<file path="src/rtl/bundle_queue.sv">
//------------------------------------------------------------------------------
// bundle_queue
//
// Purpose:
//    Circular buffer of fetched instruction bundles that sits between the
//    I-cache and the issue stage. Each entry holds a bundle, its fetch address
//    and a mask of slots that have not yet been issued. The head entry is
//    retired once every one of its valid slots has been taken. The output
//    `next` tells the fetch unit to advance its PC because the bundle on
//    bundle_i was accepted. When slotv_i is zero, the bundle is accepted but
//    is not stored.
//
// Optional feature (macro BUNDLEQ_PERF_EN):
//    Adds two saturating performance counters, stall_cnt and empty_cnt.
//    rst clears them. flush does not clear them.
//
// Ports:
//    clk          in   system clock
//    rst          in   synchronous active-high reset
//    phit         in   I-cache hit; bundle_i, pc_i and slotv_i are valid
//    bundle_i     in   fetched bundle             [BUNDLE_WIDTH-1:0]
//    pc_i         in   address of bundle_i        [AMSB:0]
//    slotv_i      in   valid slots of bundle_i    [QSLOTS-1:0]
//    take         in   head slots issued this cycle [QSLOTS-1:0]
//    flush        in   discard every buffered bundle
//    next         out  bundle_i accepted; fetch PC advances
//    head_v       out  head entry valid
//    head_bundle  out  head bundle
//    head_pc      out  head address
//    head_slotv   out  remaining un-taken slots of the head entry
//    count        out  number of occupied entries [$clog2(DEPTH):0]
//    stall_cnt    out  (BUNDLEQ_PERF_EN) cycles with a hit refused while full
//    empty_cnt    out  (BUNDLEQ_PERF_EN) cycles with an empty queue
//------------------------------------------------------------------------------
module bundle_queue #(
   parameter int QSLOTS       = 4,
   parameter int DEPTH        = 4,
   parameter int BUNDLE_WIDTH = 128,
   parameter int AMSB         = 31
) (
   input  logic                      clk,
   input  logic                      rst,
   input  logic                      phit,
   input  logic [BUNDLE_WIDTH-1:0]   bundle_i,
   input  logic [AMSB:0]             pc_i,
   input  logic [QSLOTS-1:0]         slotv_i,
   input  logic [QSLOTS-1:0]         take,
   input  logic                      flush,
   output logic                      next,
   output logic                      head_v,
   output logic [BUNDLE_WIDTH-1:0]   head_bundle,
   output logic [AMSB:0]             head_pc,
   output logic [QSLOTS-1:0]         head_slotv,
`ifdef BUNDLEQ_PERF_EN
   output logic [31:0]               stall_cnt,
   output logic [31:0]               empty_cnt,
`endif
   output logic [$clog2(DEPTH):0]    count
);

   localparam int PW = $clog2(DEPTH);
   localparam int CW = PW + 1;

   logic [BUNDLE_WIDTH-1:0] r_bundle [DEPTH];
   logic [AMSB:0]           r_pc     [DEPTH];
   logic [QSLOTS-1:0]       r_mask   [DEPTH];
   logic [PW-1:0]           r_rd;
   logic [PW-1:0]           r_wr;
   logic [CW-1:0]           r_count;

   logic w_clr;
   logic w_next;
   logic w_push;
   logic w_pop;

   // The head is read combinationally from the entry at the read pointer.
   // The queue never bypasses bundle_i to the head.
   assign head_v      = (r_count != '0);
   assign head_bundle = r_bundle[r_rd];
   assign head_pc     = r_pc[r_rd];
   assign head_slotv  = r_mask[r_rd];
   assign count       = r_count;

   // The head retires when this cycle's take covers every remaining slot.
   // A full queue can accept a new bundle in the same cycle as that pop,
   // because the pop frees an entry.
   // While rst is high, next is forced to 1, but nothing is enqueued.
   assign w_clr  = head_v && ((head_slotv & ~take) == '0);
   assign w_next = rst ? 1'b1
                       : (phit && !flush && ((r_count < CW'(DEPTH)) || w_clr));
   assign next   = w_next;
   assign w_push = w_next && !rst && (slotv_i != '0);
   assign w_pop  = w_clr && !rst && !flush;

   // Pointers, occupancy and remaining-slot masks.
   // rst has priority over flush, and flush has priority over push and pop.
   // The push mask assignment comes last. When the queue is full and pops
   // and pushes in the same cycle, the new entry overwrites the retiring one.
   always_ff @(posedge clk) begin
      if (rst || flush) begin
         r_rd    <= '0;
         r_wr    <= '0;
         r_count <= '0;
         for (int i = 0; i < DEPTH; i++) begin
            r_mask[i] <= '0;
         end
      end else begin
         if (w_pop) begin
            r_mask[r_rd] <= '0;
            r_rd         <= r_rd + 1'b1;
         end else if (head_v) begin
            r_mask[r_rd] <= head_slotv & ~take;
         end
         if (w_push) begin
            r_mask[r_wr] <= slotv_i;
            r_wr         <= r_wr + 1'b1;
         end
         case ({w_push, w_pop})
            2'b10:   r_count <= r_count + 1'b1;
            2'b01:   r_count <= r_count - 1'b1;
            default: r_count <= r_count;
         endcase
      end
   end

   // Bundle and address storage needs no reset.
   // An entry's content is only observed while its mask makes it valid.
   always_ff @(posedge clk) begin
      if (w_push) begin
         r_bundle[r_wr] <= bundle_i;
         r_pc[r_wr]     <= pc_i;
      end
   end

`ifdef BUNDLEQ_PERF_EN
   // Saturating performance counters. Only rst clears them.
   // A stall is a hit that was refused without a flush, which means the
   // queue was full and nothing popped. While rst is high, next is 1, so
   // stall_cnt never counts during reset.
   always_ff @(posedge clk) begin
      if (rst) begin
         stall_cnt <= '0;
         empty_cnt <= '0;
      end else begin
         if (phit && !w_next && !flush && (stall_cnt != 32'hFFFF_FFFF)) begin
            stall_cnt <= stall_cnt + 1'b1;
         end
         if (!head_v && (empty_cnt != 32'hFFFF_FFFF)) begin
            empty_cnt <= empty_cnt + 1'b1;
         end
      end
   end
`endif

endmodule

</file>
<file path="config.mk">
export PLATFORM = sky130hd
export DESIGN_NAME = bundle_queue
export DESIGN_NICKNAME = d
export VERILOG_FILES = /design/src/rtl/bundle_queue.sv
export SDC_FILE = /design/constraint.sdc
export NUM_CORES = 1
export LEC_CHECK = 0
export ABC_AREA = 1
export CAP_MARGIN = 40
export CORE_MARGIN = 10
export CORE_UTILIZATION = 59
export CTS_CLUSTER_SIZE = 10
export DETAILED_ROUTE_END_ITERATION = 12
export PLACE_DENSITY = 0.82
export RECOVER_POWER = 50
export SYNTH_ARGS = -nofsm -noshare
export SYNTH_HDL_FRONTEND = slang
export SYNTH_SLANG_ARGS = --single-unit
export TNS_END_PERCENT = 30
</file>
<file path="constraint.sdc">
create_clock -name clk -period 8.5 [get_ports clk]
set_input_delay 1.275 -clock clk [delete_from_list [all_inputs] [get_ports clk]]
set_output_delay 1.275 -clock clk [all_outputs]
set_load 0.01 [all_outputs]
</file>
[After elaboration in Yosys (flattened, before gate mapping)]
Memories as Yosys holds them, arrays and structs flattened. A register that Yosys moved wholly into a read port is not among the register bits.
Cells that the tools add are included.
Storage, ports and cells
  memory bits (writable): 656
  flip-flop bits (word level): 7
  ROM bits: 0
  output and inout port bits: 169
  bits in latches: 0
  memories: 3
Memories
  r_bundle: depth 4, width 128, rd ports 1, clocked after Yosys merged registers in 1, wr ports 1, RTL line 64  | logic [BUNDLE_WIDTH-1:0] r_bundle [DEPTH];
  r_pc: depth 4, width 32, rd ports 1, clocked after Yosys merged registers in 1, wr ports 1, RTL line 65  | logic [AMSB:0] r_pc [DEPTH];
  r_mask: depth 4, width 4, rd ports 1, clocked after Yosys merged registers in 1, wr ports 4, RTL line 66  | logic [QSLOTS-1:0] r_mask [DEPTH];
Cells by class
  $lt $le $gt $ge: 1
  multiplexer cells: 28
  reductions and logical operators: 17
  $add $sub $neg: 4
  shift-type cells: 0
  div/mod/pow operators: 0
  multiply operators: 0
  equal/unequal tests: 2
  bitwise logic cells: 3
Operators by type and width (number)
  1-bit 2-to-1 mux: 16
  2-bit 2-to-1 mux: 8
  4-bit 2-to-1 mux: 3
  4-bit OR reduction: 2
  1-bit logical AND: 7
  3-bit one-hot mux with 2 select lines: 1
  2-bit by 1-bit adder with 2-bit output, second input constant: 2
  4-bit AND: 1
  4-bit zero test: 1
  4-bit NOT: 1
  4-bit nonzero test: 1
  3-bit by 1-bit adder with 3-bit output, second input constant: 1
  3-bit < comparator, second input constant: 1
  3-bit nonzero test: 1
  3-bit by 1-bit subtractor with 3-bit output, second input constant: 1
  2-bit by 1-bit equality test with 1-bit output, second input constant: 1
  2-bit equality test, second input constant: 1
  1-bit zero test: 2
  1-bit logical OR: 2
  2-bit nonzero test: 1
  1-bit bitwise OR: 1

[Longest topological paths before layout]
Gate-level depths: netlist (run 1).
  depth in word-level cells: 14
  mapped depth: 17
  gate-level depth less buffers: 16

[Worst setup path after synthesis (run 1)]
OpenSTA, ideal clock, no wires.
  path type: input to register
  start point: input slotv_i[1]
  end point: memory r_bundle[3][0] (enable)
  stages: 5
  required time: 7.988 ns
  slack: 2.841 ns
  setup time: 0.512 ns
  arrival time: 5.147 ns
  cells stage by stage: nor4_1 > nor2_2 > clkbuf_1 > nand4_2 > inv_1
On the way
  longest elaborated chain between the ends: 4
Ends and longest elaborated chain
  start, declared: RTL line 46  | input logic [QSLOTS-1:0] slotv_i,
  4-bit nonzero test: RTL line 92  | assign w_push = w_next && !rst && (slotv_i != '0);
  1-bit logical AND: RTL line 92
  1-bit 2-to-1 mux: RTL line 129  | if (w_push) begin
  1-bit 2-to-1 mux (implied by the code): RTL line 130  | r_bundle[r_wr] <= bundle_i;
  end, declared: RTL line 64
Every way passes these cells.

==> results.toml, run 1 <==
[clocking]
post_cts_buffers = 0
clock-sinks = 665
ctsResizeCount = 0
ctsHoldBuffers = 0
htree_num_levels = 3
clk_latency_ns = 0.59
cts_tree = "yes"
clk_path_buf_depth = 3
path_clk_slew_ns = 0.05
root_buffer = "clkbuf_16"
numCtsBuffers = 76

[detailed_routing]
drt-total-wl_um = 61300
vias = 16100
drt-met1-wl_um = 23800
drt_first_pass_iters = 5
vias_per_cell = 6.04
wl_met2_um = 30900
drcViolationCount = 0
wl_per_cell_um = 22.9
routed.top_layer = "met5"
wl_met3_um = 5350
postRouteAntennaNets = 0
drtIter0Drc = 1791

[layout]
nNetsFinal = 2271
area_growth_pct = 24.0
layout_commonest_cell = "edfxtp_1"
drive_above_1_share = 0.0587
nFillCells = 2506
layout_common_cells = "656 x edfxtp_1, 341 x nor2_1, 325 x o21ai_0"

[grt]
gr-total-overflow = 0
grt_use_total = 0.234
grt_max_degree = 145
antenna_found_initial = 17
grt_first_pass_wirelength_um = 92300
grt_pass1_vias = 16200

[power]
power.total_uw = 6720
ir_worst_vdd_mv = 0.186
power_density_mw_per_mm2 = 215
power.leakage_uw = 0.0105

[floorplanning]
die_w_um = 226
die_y_um = 226
rows = 75
die-area_mm2 = 0.0513
core_area_mm2 = 0.0420
start_util = 0.598
ios = 341

[worst_hold_path]
min_path_type = "flip-flop to flip-flop"
worstHoldEndpoint = "count[0]$_SDFFE_PP0P_"
hold_depth = 1
min_from = "count[0]$_SDFFE_PP0P_"

[logic_synthesis]
ys_ff_latch = 665
synthFlopType = "edfxtp_1"
synth_compound_area_frac = 0.106
synthArstFlopShare = 0
ys_types = 32
syn_area_mm2 = 0.0251
synth_top_family_by_area = "compound AO/OA/AOI/OAI gates"
synthAdderAreaFrac = 0.00329
synth_fp_nets = 1943
synth_cells = 1765
synth.area.mux_share = 0
avgSynthCellArea_um2 = 14.2
yosys.area_share.xor_xnor = 0
ys_seq_area_frac = 0.791
yosysWarnings = 0
synth_edf_count = 656
synthSimpleGateAreaFrac = 0.0777

[status]
status = "complete, but fails checks"
failed_checks = "max-capacitance violations, max-slew violations"

[timing]
setup_viol = 0
period_share = 0.734
rsz0062_at_grt = "false"
report.final.slew_viol_count = 47
max_freq_mhz = 160
setup_tns_ns = 0
slew-limit-headroom = -0.149
hold_violations = 0
final.setup_skew_ns = 0.0165
fin_crit_ns = 6.24
worstMarginPinSlew_ns = 1.72

[worst_setup_path]
start_kind = "flip-flop"
critPathArrivalTime_ns = 4.96
r2r-end = "r_bundle[0][116]$_DFFE_PP_"
worstPathMaxFanout = 94
cp-end-kind = "output pin"
critical_path_class = "flip-flop to output pin"
rrSetupSlack_ns = 2.80
required_ns = 7.22
r2r_cells = 11

[place]
port-buffer-count = 340
hpwl_um = 36100
routabilityCongestion = 0.912

[run]
drv_cap = 1
==> power breakdown <==
part           internal, uW  switching, uW
clock                  1660           1150
combinational           119            131
sequential             3640           8.95
total                  5420           1290
==> per-layer routing <==
layer	up-vias	global-route usage
met5	-	0
met4	8	0.0734
met3	94	0.0549
met2	783	0.389
met1	7976	0.300
li1	7277	-
==> cell families after synthesis <==
kind of cell / count (synthesis)
AO/OA/AOI/OAI: 490
adder cells (fa/ha/maj): 6
buffers and inverters: 143
flip-flops: 665
AND/OR/NAND/NOR: 461
==> worst max path at each step <==
stage / endpoint / cells after the start / slack, ns
after floorplan: r_bundle[3][0]$_DFFE_PP_ / 5 / 2.84
after global placement: r_bundle[2][107]$_DFFE_PP_ / 6 / 3.65
after detailed placement: r_bundle[1][94]$_DFFE_PP_ / 6 / 3.62
after CTS: head_pc[15] / 5 / 3.11
after global routing: head_bundle[50] / 5 / 1.89
final: head_pc[15] / 5 / 2.26
==> sequential cells by signal, summed over array words and instances (netlist names), named ones only <==
| signal | count |
|---|---|
| r_bundle | 512 |
| count | 3 |
| r_mask | 16 |
| r_wr | 2 |
| r_pc | 128 |
| r_rd | 2 |
==> stage by stage <==
| stage | std cells | hold WS, ns | utilization | cell area (um^2) | setup WS (ns) |
|---|---|---|---|---|---|
| after CTS | 2653 | 0.508 | 0.742 | 31200 | 3.11 |
| after detailed placement | 2554 | 0.489 | 0.692 | 29100 | 3.62 |
| after global placement | 2547 | 0.477 | 0.688 | 28900 | 3.65 |
| after floorplan | 1765 | 0.496 | - | 25100 | 2.84 |
| after global routing | 2658 | 0.547 | 0.741 | 31100 | 1.89 |
| final | 2672 | 0.497 | 0.742 | 31200 | 2.26 |
==> critical path: stages, from the launching register on <==
cell and delay [ns]:
dfxtp_1 1.47, buf_4 0.88, buf_4 0.79, o21ai_0 0.27
o22ai_1 0.29, clkdlybuf4s50_1 0.60
==> Yosys cell counts, types with 6 or more instances <==
cell / instances / share of area
o22ai_1: 160 / 0.040
nand4_1: 18 / 0.0045
buf_2: 15 / 0.0030
clkbuf_1: 93 / 0.014
nand3_1: 13 / 0.0026
nand2_1: 63 / 0.0094
o21ai_0: 325 / 0.065
inv_1: 30 / 0.0045
dfxtp_1: 9 / 0.0072
nor2_1: 340 / 0.051
edfxtp_1: 656 / 0.78
nand3_2: 6 / 0.0024
==> area by class of cell <==
cell class | instances | area [um^2] | share of cell area
tap | 539 | 674 | 0.0216
antenna | 19 | 47.5 | 0.00152
inverter | 31 | 146 | 0.00470
timing repair buffer | 362 | 3700 | 0.119
clock inverter | 5 | 53.8 | 0.00173
multi-input combinational | 957 | 4640 | 0.149
sequential | 665 | 19900 | 0.638
clock buffer | 94 | 2030 | 0.0652
Note: power is estimated with default switching activity, not from simulation.
==> run 2: changes to the inputs <==
--- a/config.mk
+++ b/config.mk
@@ -8,10 +8,10 @@
 export ABC_AREA = 1
 export CAP_MARGIN = 40
 export CORE_MARGIN = 10
-export CORE_UTILIZATION = 59
+export CORE_UTILIZATION = 55
 export CTS_CLUSTER_SIZE = 10
 export DETAILED_ROUTE_END_ITERATION = 12
-export PLACE_DENSITY = 0.82
+export PLACE_DENSITY = 0.77
 export RECOVER_POWER = 50
 export SYNTH_ARGS = -nofsm -noshare
 export SYNTH_HDL_FRONTEND = slang
==> constraint.sdc (replaced) <==
create_clock -name clk -period 6.1 [get_ports clk]
set_input_delay 0.915 -clock clk [delete_from_list [all_inputs] [get_ports clk]]
set_output_delay 0.915 -clock clk [all_outputs]
set_load 0.01 [all_outputs]
==> run 2 against run 1 <==
  * The flow still finishes with violations (max-capacitance violations, max-slew violations)
  * Global-route usage down 1.4 points
  * Cell area up 0.16%
  * Clock power up 40%
  * Flip-flop and latch count unchanged
==> results.toml, run 2 (same netlist as run 1, synthesis figures left out) <==
[status]
status = "complete, but fails checks"
failed_checks = "max-capacitance violations, max-slew violations"

[timing]
slew-limit-headroom = -0.0792
timing.final.ws_setup_ns = 1.39
setup_tns_ns = 0
final.setup_skew_ns = 0.0188
report.final.slew_viol_count = 63
hold_violations = 0
setup_viol = 0
max_freq_mhz = 212
rsz0062_at_grt = "false"
worstMarginPinSlew_ns = 1.62
period_share = 0.772
fin_crit_ns = 4.71

[clocking]
cts_tree = "yes"
ctsResizeCount = 0
path_clk_slew_ns = 0.06
htree_num_levels = 3
numCtsBuffers = 76
clock-sinks = 665
clk_latency_ns = 0.59
ctsHoldBuffers = 0
root_buffer = "clkbuf_16"
post_cts_buffers = 0
clk_path_buf_depth = 3

[layout]
top_regs = "r_bundle (512), r_pc (128), r_mask (16)"
multi_input_area_mm2 = 0.00465
nFillCells = 2946
layout_commonest_cell = "edfxtp_1"
drive_above_1_share = 0.0597
largest_register_ffs = 512
top_register = "r_bundle"
layout_common_cells = "656 x edfxtp_1, 341 x nor2_1, 325 x o21ai_0"
area_growth_pct = 24.2
seqCellArea_mm2 = 0.0199
nNetsFinal = 2270

[worst_setup_path]
start_kind = "flip-flop"
critPathArrivalTime_ns = 3.79
critical_path_class = "flip-flop to output pin"
worstPathMaxFanout = 111
cp-end-kind = "output pin"
required_ns = 5.18

[detailed_routing]
postRouteAntennaNets = 0
vias = 16000
wl_per_cell_um = 22.5
drcViolationCount = 0
drt_first_pass_iters = 5
drt-total-wl_um = 61300
drtIter0Drc = 1719
vias_per_cell = 5.88

[place]
routabilityCongestion = 0.857
post-place-ws_ns = 1.92
port-buffer-count = 340
hpwl_um = 36200

[power]
ir_worst_vdd_mv = 0.271
power.leakage_uw = 0.0104
power_density_mw_per_mm2 = 300

[run]
drv_cap = 1

[floorplanning]
die_y_um = 234
core_area_mm2 = 0.0453
die_w_um = 234
start_util = 0.555
rows = 78
ios = 341
die-area_mm2 = 0.0547

[grt]
grt_pass1_vias = 16100
gr-total-overflow = 0
grt_use_total = 0.219
grt_max_degree = 112
antenna_found_initial = 27
grt_first_pass_wirelength_um = 91700

[worst_hold_path]
min_path_type = "flip-flop to flip-flop"
-- run 2: changes by cell type in the layout (fill, tap and decap cells not counted), moves of 2 or more --
| cell | before | now |
|---|---|---|
| clkinv_8 | 2 | 0 |
| clkbuf_1 | 15 | 13 |
| buf_12 | 1 | 4 |
| buf_16 | 6 | 4 |
| diode_2 | 19 | 13 |
| buf_4 | 15 | 13 |
-- run 2: routing by layer --
metal / track usage / share of wire / routed length, um / up-vias
met2: 0.364 / 0.50 / 30600 / 739
met3: 0.0596 / 0.090 / 5520 / 135
li1: - / - / - / 7266
met4: 0.0750 / 0.023 / 1390 / 20
met1: 0.275 / 0.39 / 23700 / 7864
met5: 0 / 0.0019 / 118 / -
-- run 2: worst paths after layout --
path                         start                         to  slack, ns  depth (start not counted)
max reg2reg              flip-flop  r_bundle[0][91]$_DFFE_PP_       1.41                         11
min          count[0]$_SDFFE_PP0P_      count[0]$_SDFFE_PP0P_       0.50                          1
max                      flip-flop                head_pc[22]       1.39                          6
min reg2reg  count[0]$_SDFFE_PP0P_      count[0]$_SDFFE_PP0P_       0.50                          1
-- run 2: critical path: stages, from the launching register on --
cell	delay [ns]
dfxtp_4	0.52
inv_8	0.37
buf_16	0.39
buf_4	0.69
o21ai_0	0.20
o22ai_1	0.27
clkdlybuf4s50_1	0.61
-- run 2: through the flow --
step	util	instances	hold slack [ns]	area [um^2]	power (uW)
2_1_floorplan	-	1765	0.496	25100	5280
3_3_place_gp	0.642	2610	0.478	29100	5530
3_5_place_dp	0.644	2614	0.506	29200	5550
4_1_cts	0.690	2711	0.519	31200	9440
5_1_grt	0.689	2715	0.562	31200	9630
6_report	0.690	2724	0.504	31200	9360
-- run 2: cell type report --
type	instances	area share
inverters	31	0.00465
multi-input cells	957	0.149
diodes	13	0.00104
flip-flops and latches	665	0.637
clock inverters	5	0.00164
clock buffers	92	0.0649
well taps	600	0.0240
repair buffers	361	0.118
-- run 2: report_power, final --
part           switching (uW)  internal (uW)
combinational             183            166
clock                    1610           2310
sequential               11.7           5070
total                    1800           7550
==> run 3: changes to the inputs <==
--- a/config.mk
+++ b/config.mk
@@ -8,10 +8,10 @@
 export ABC_AREA = 1
 export CAP_MARGIN = 40
 export CORE_MARGIN = 10
-export CORE_UTILIZATION = 55
+export CORE_UTILIZATION = 49
 export CTS_CLUSTER_SIZE = 10
 export DETAILED_ROUTE_END_ITERATION = 12
-export PLACE_DENSITY = 0.77
+export PLACE_DENSITY = 0.72
 export RECOVER_POWER = 50
 export SYNTH_ARGS = -nofsm -noshare
 export SYNTH_HDL_FRONTEND = slang
==> constraint.sdc (replaced) <==
create_clock -name clk -period 3.9 [get_ports clk]
set_input_delay 0.585 -clock clk [delete_from_list [all_inputs] [get_ports clk]]
set_output_delay 0.585 -clock clk [all_outputs]
set_load 0.01 [all_outputs]
==> run 3 against run 2 <==
  * Via count fell by 1.2%
  * The run now ends clean
  * Sequential share of layout area fell by 0.30 points
  * Setup slack got worse by 1.2 ns
  * Combinational power rose by 60%
  * Flip-flop and latch count did not move
  * Non-clock buffer count did not move
  * Register-to-register slack got worse by 1.0 ns
  * Cell area rose by 0.48%
  * Global-route usage fell by 2.6 points
  * Largest cell class unchanged
  * First-iteration DRC count fell by 15%
==> results.toml, run 3 (same netlist as run 1, synthesis figures left out) <==
[layout]
seqCellArea_mm2 = 0.0199
nNetsFinal = 2271
area_growth_pct = 24.8
drive_above_1_share = 0.0631
largest_register_ffs = 512
top_register = "r_bundle"
top_regs = "r_bundle (512), r_pc (128), r_mask (16)"
instances_no_fill = 2790
nFillCells = 3723
layout_common_cells = "656 x edfxtp_1, 341 x nor2_1, 325 x o21ai_0"
layout_commonest_cell = "edfxtp_1"
multi_input_area_mm2 = 0.00470

[worst_hold_path]
hold_depth = 1
min_path_type = "flip-flop to flip-flop"

[detailed_routing]
vias = 15800
drtIter0Drc = 1454
wl_per_cell_um = 21.7
postRouteAntennaNets = 0
drt_first_pass_iters = 7
drt-total-wl_um = 60500
drcViolationCount = 0
vias_per_cell = 5.67

[floorplanning]
start_util = 0.498
die_w_um = 247
rows = 82
ios = 341
core_area_mm2 = 0.0505
die_y_um = 247
die-area_mm2 = 0.0608

[timing]
period_share = 0.950
hold_slack_ns = 0.493
worstMarginPinSlew_ns = 0.950
fin_crit_ns = 3.71
hold_violations = 0
rsz0062_at_grt = "false"
slew-limit-headroom = 0.366
setup_tns_ns = 0
setup_viol = 0
report.final.slew_viol_count = 0
max_freq_mhz = 270
final.setup_skew_ns = 0.0189

[worst_setup_path]
crit_path_top_delay_cell = "clkdlybuf4s50_1"
critPathBufInv = 3
path_cells = "inv_8, buf_16, o21ai_0, o22ai_1, clkdlybuf4s50_1"
worstPathMaxFanout = 144
critical_path_class = "flip-flop to output pin"
start_kind = "flip-flop"
required_ns = 3.31
path_delay_family = "buffers and inverters"
cp-end-kind = "output pin"
critPathArrivalTime_ns = 3.12
r2r_cells = 11
cp.depth = 5
slowest_delay_ns = 0.62

[status]
status = "completed"

[clocking]
numCtsBuffers = 77
cts_tree = "yes"
htree_num_levels = 3
root_buffer = "clkbuf_16"
path_clk_slew_ns = 0.05
post_cts_buffers = 0
clk_latency_ns = 0.61
clk_path_buf_depth = 3
clock-sinks = 665

[power]
seq_power_share = 0.542
p_switching_uw = 2830
internal-power_uw = 11900
ir_worst_vdd_mv = 0.335
pwr-share-comb = 0.038
switching_share = 0.193
power.leakage_uw = 0.0105
power_density_mw_per_mm2 = 468
p_clk_frac = 0.420

[place]
placed_cells = 2686
port-buffer-count = 340
hpwl_um = 35400
routabilityCongestion = 0.894

[run]
drv_cap = 0

[grt]
gr-total-overflow = 0
grt_max_degree = 154
grt_use_total = 0.193
grt_first_pass_wirelength_um = 91000
antenna_found_initial = 12
grt_pass1_vias = 15500
run 3: cell count changes in the layout (fill, tap and decap cells not counted), sizes merged:
cell and delta:
diode -4, inv -3, clkinvlp +3, clkinv +1
buf -3
run 3: path summary, 6_finish.rpt:
path	startpoint	end	slack, ns
worst max-delay path	flip-flop	head_pc[22]	0.19
worst min-delay path	count[0]$_SDFFE_PP0P_	count[0]$_SDFFE_PP0P_	0.49
worst max register to register	flip-flop	r_bundle[0][86]$_DFFE_PP_	0.36
worst min register to register	count[0]$_SDFFE_PP0P_	count[0]$_SDFFE_PP0P_	0.49
run 3: metrics by stage:
step / worst slack [ns] / power, uW / area (um^2) / utilization
floorplan: -0.129 / 8270 / 25300 / -
global placement: 0.729 / 8680 / 29400 / 0.582
detailed placement: 0.642 / 8700 / 29400 / 0.582
CTS: 0.151 / 14800 / 31500 / 0.624
global route: 0.0153 / 15100 / 31400 / 0.621
finish: 0.195 / 14700 / 31400 / 0.622
run 3: repair_timing:
item,CTS,global route
hold buffers,0,0
gates resized for setup,0,1
endpoints found under the setup margin,0,1
run 3: area by class of cell:
type | instances | area share
clock inverter | 6 | 0.00175
inverter | 31 | 0.00435
multi-input combinational | 957 | 0.150
tap | 672 | 0.0268
clock buffer | 89 | 0.0652
antenna | 9 | 0.000718
timing repair buffer | 361 | 0.118
sequential | 665 | 0.634
run 3: power groups by stage:
| stage | Clock (uW) | Sequential (uW) | Combinational (uW) |
|---|---|---|---|
| floorplan | 0 | 8100 | 169 |
| global placement | 0 | 8090 | 588 |
| detailed placement | 0 | 8100 | 602 |
| CTS | 6290 | 7950 | 606 |
| global route | 6580 | 7950 | 600 |
| finish | 6180 | 7950 | 560 |
run 3: per-layer routing:
metal,vias up,track usage,wire [um]
met1,7819,0.253,24500
met4,6,0.0725,1340
met3,92,0.0466,4750
met5,-,0,36
li1,7270,-,-
met2,640,0.308,29800
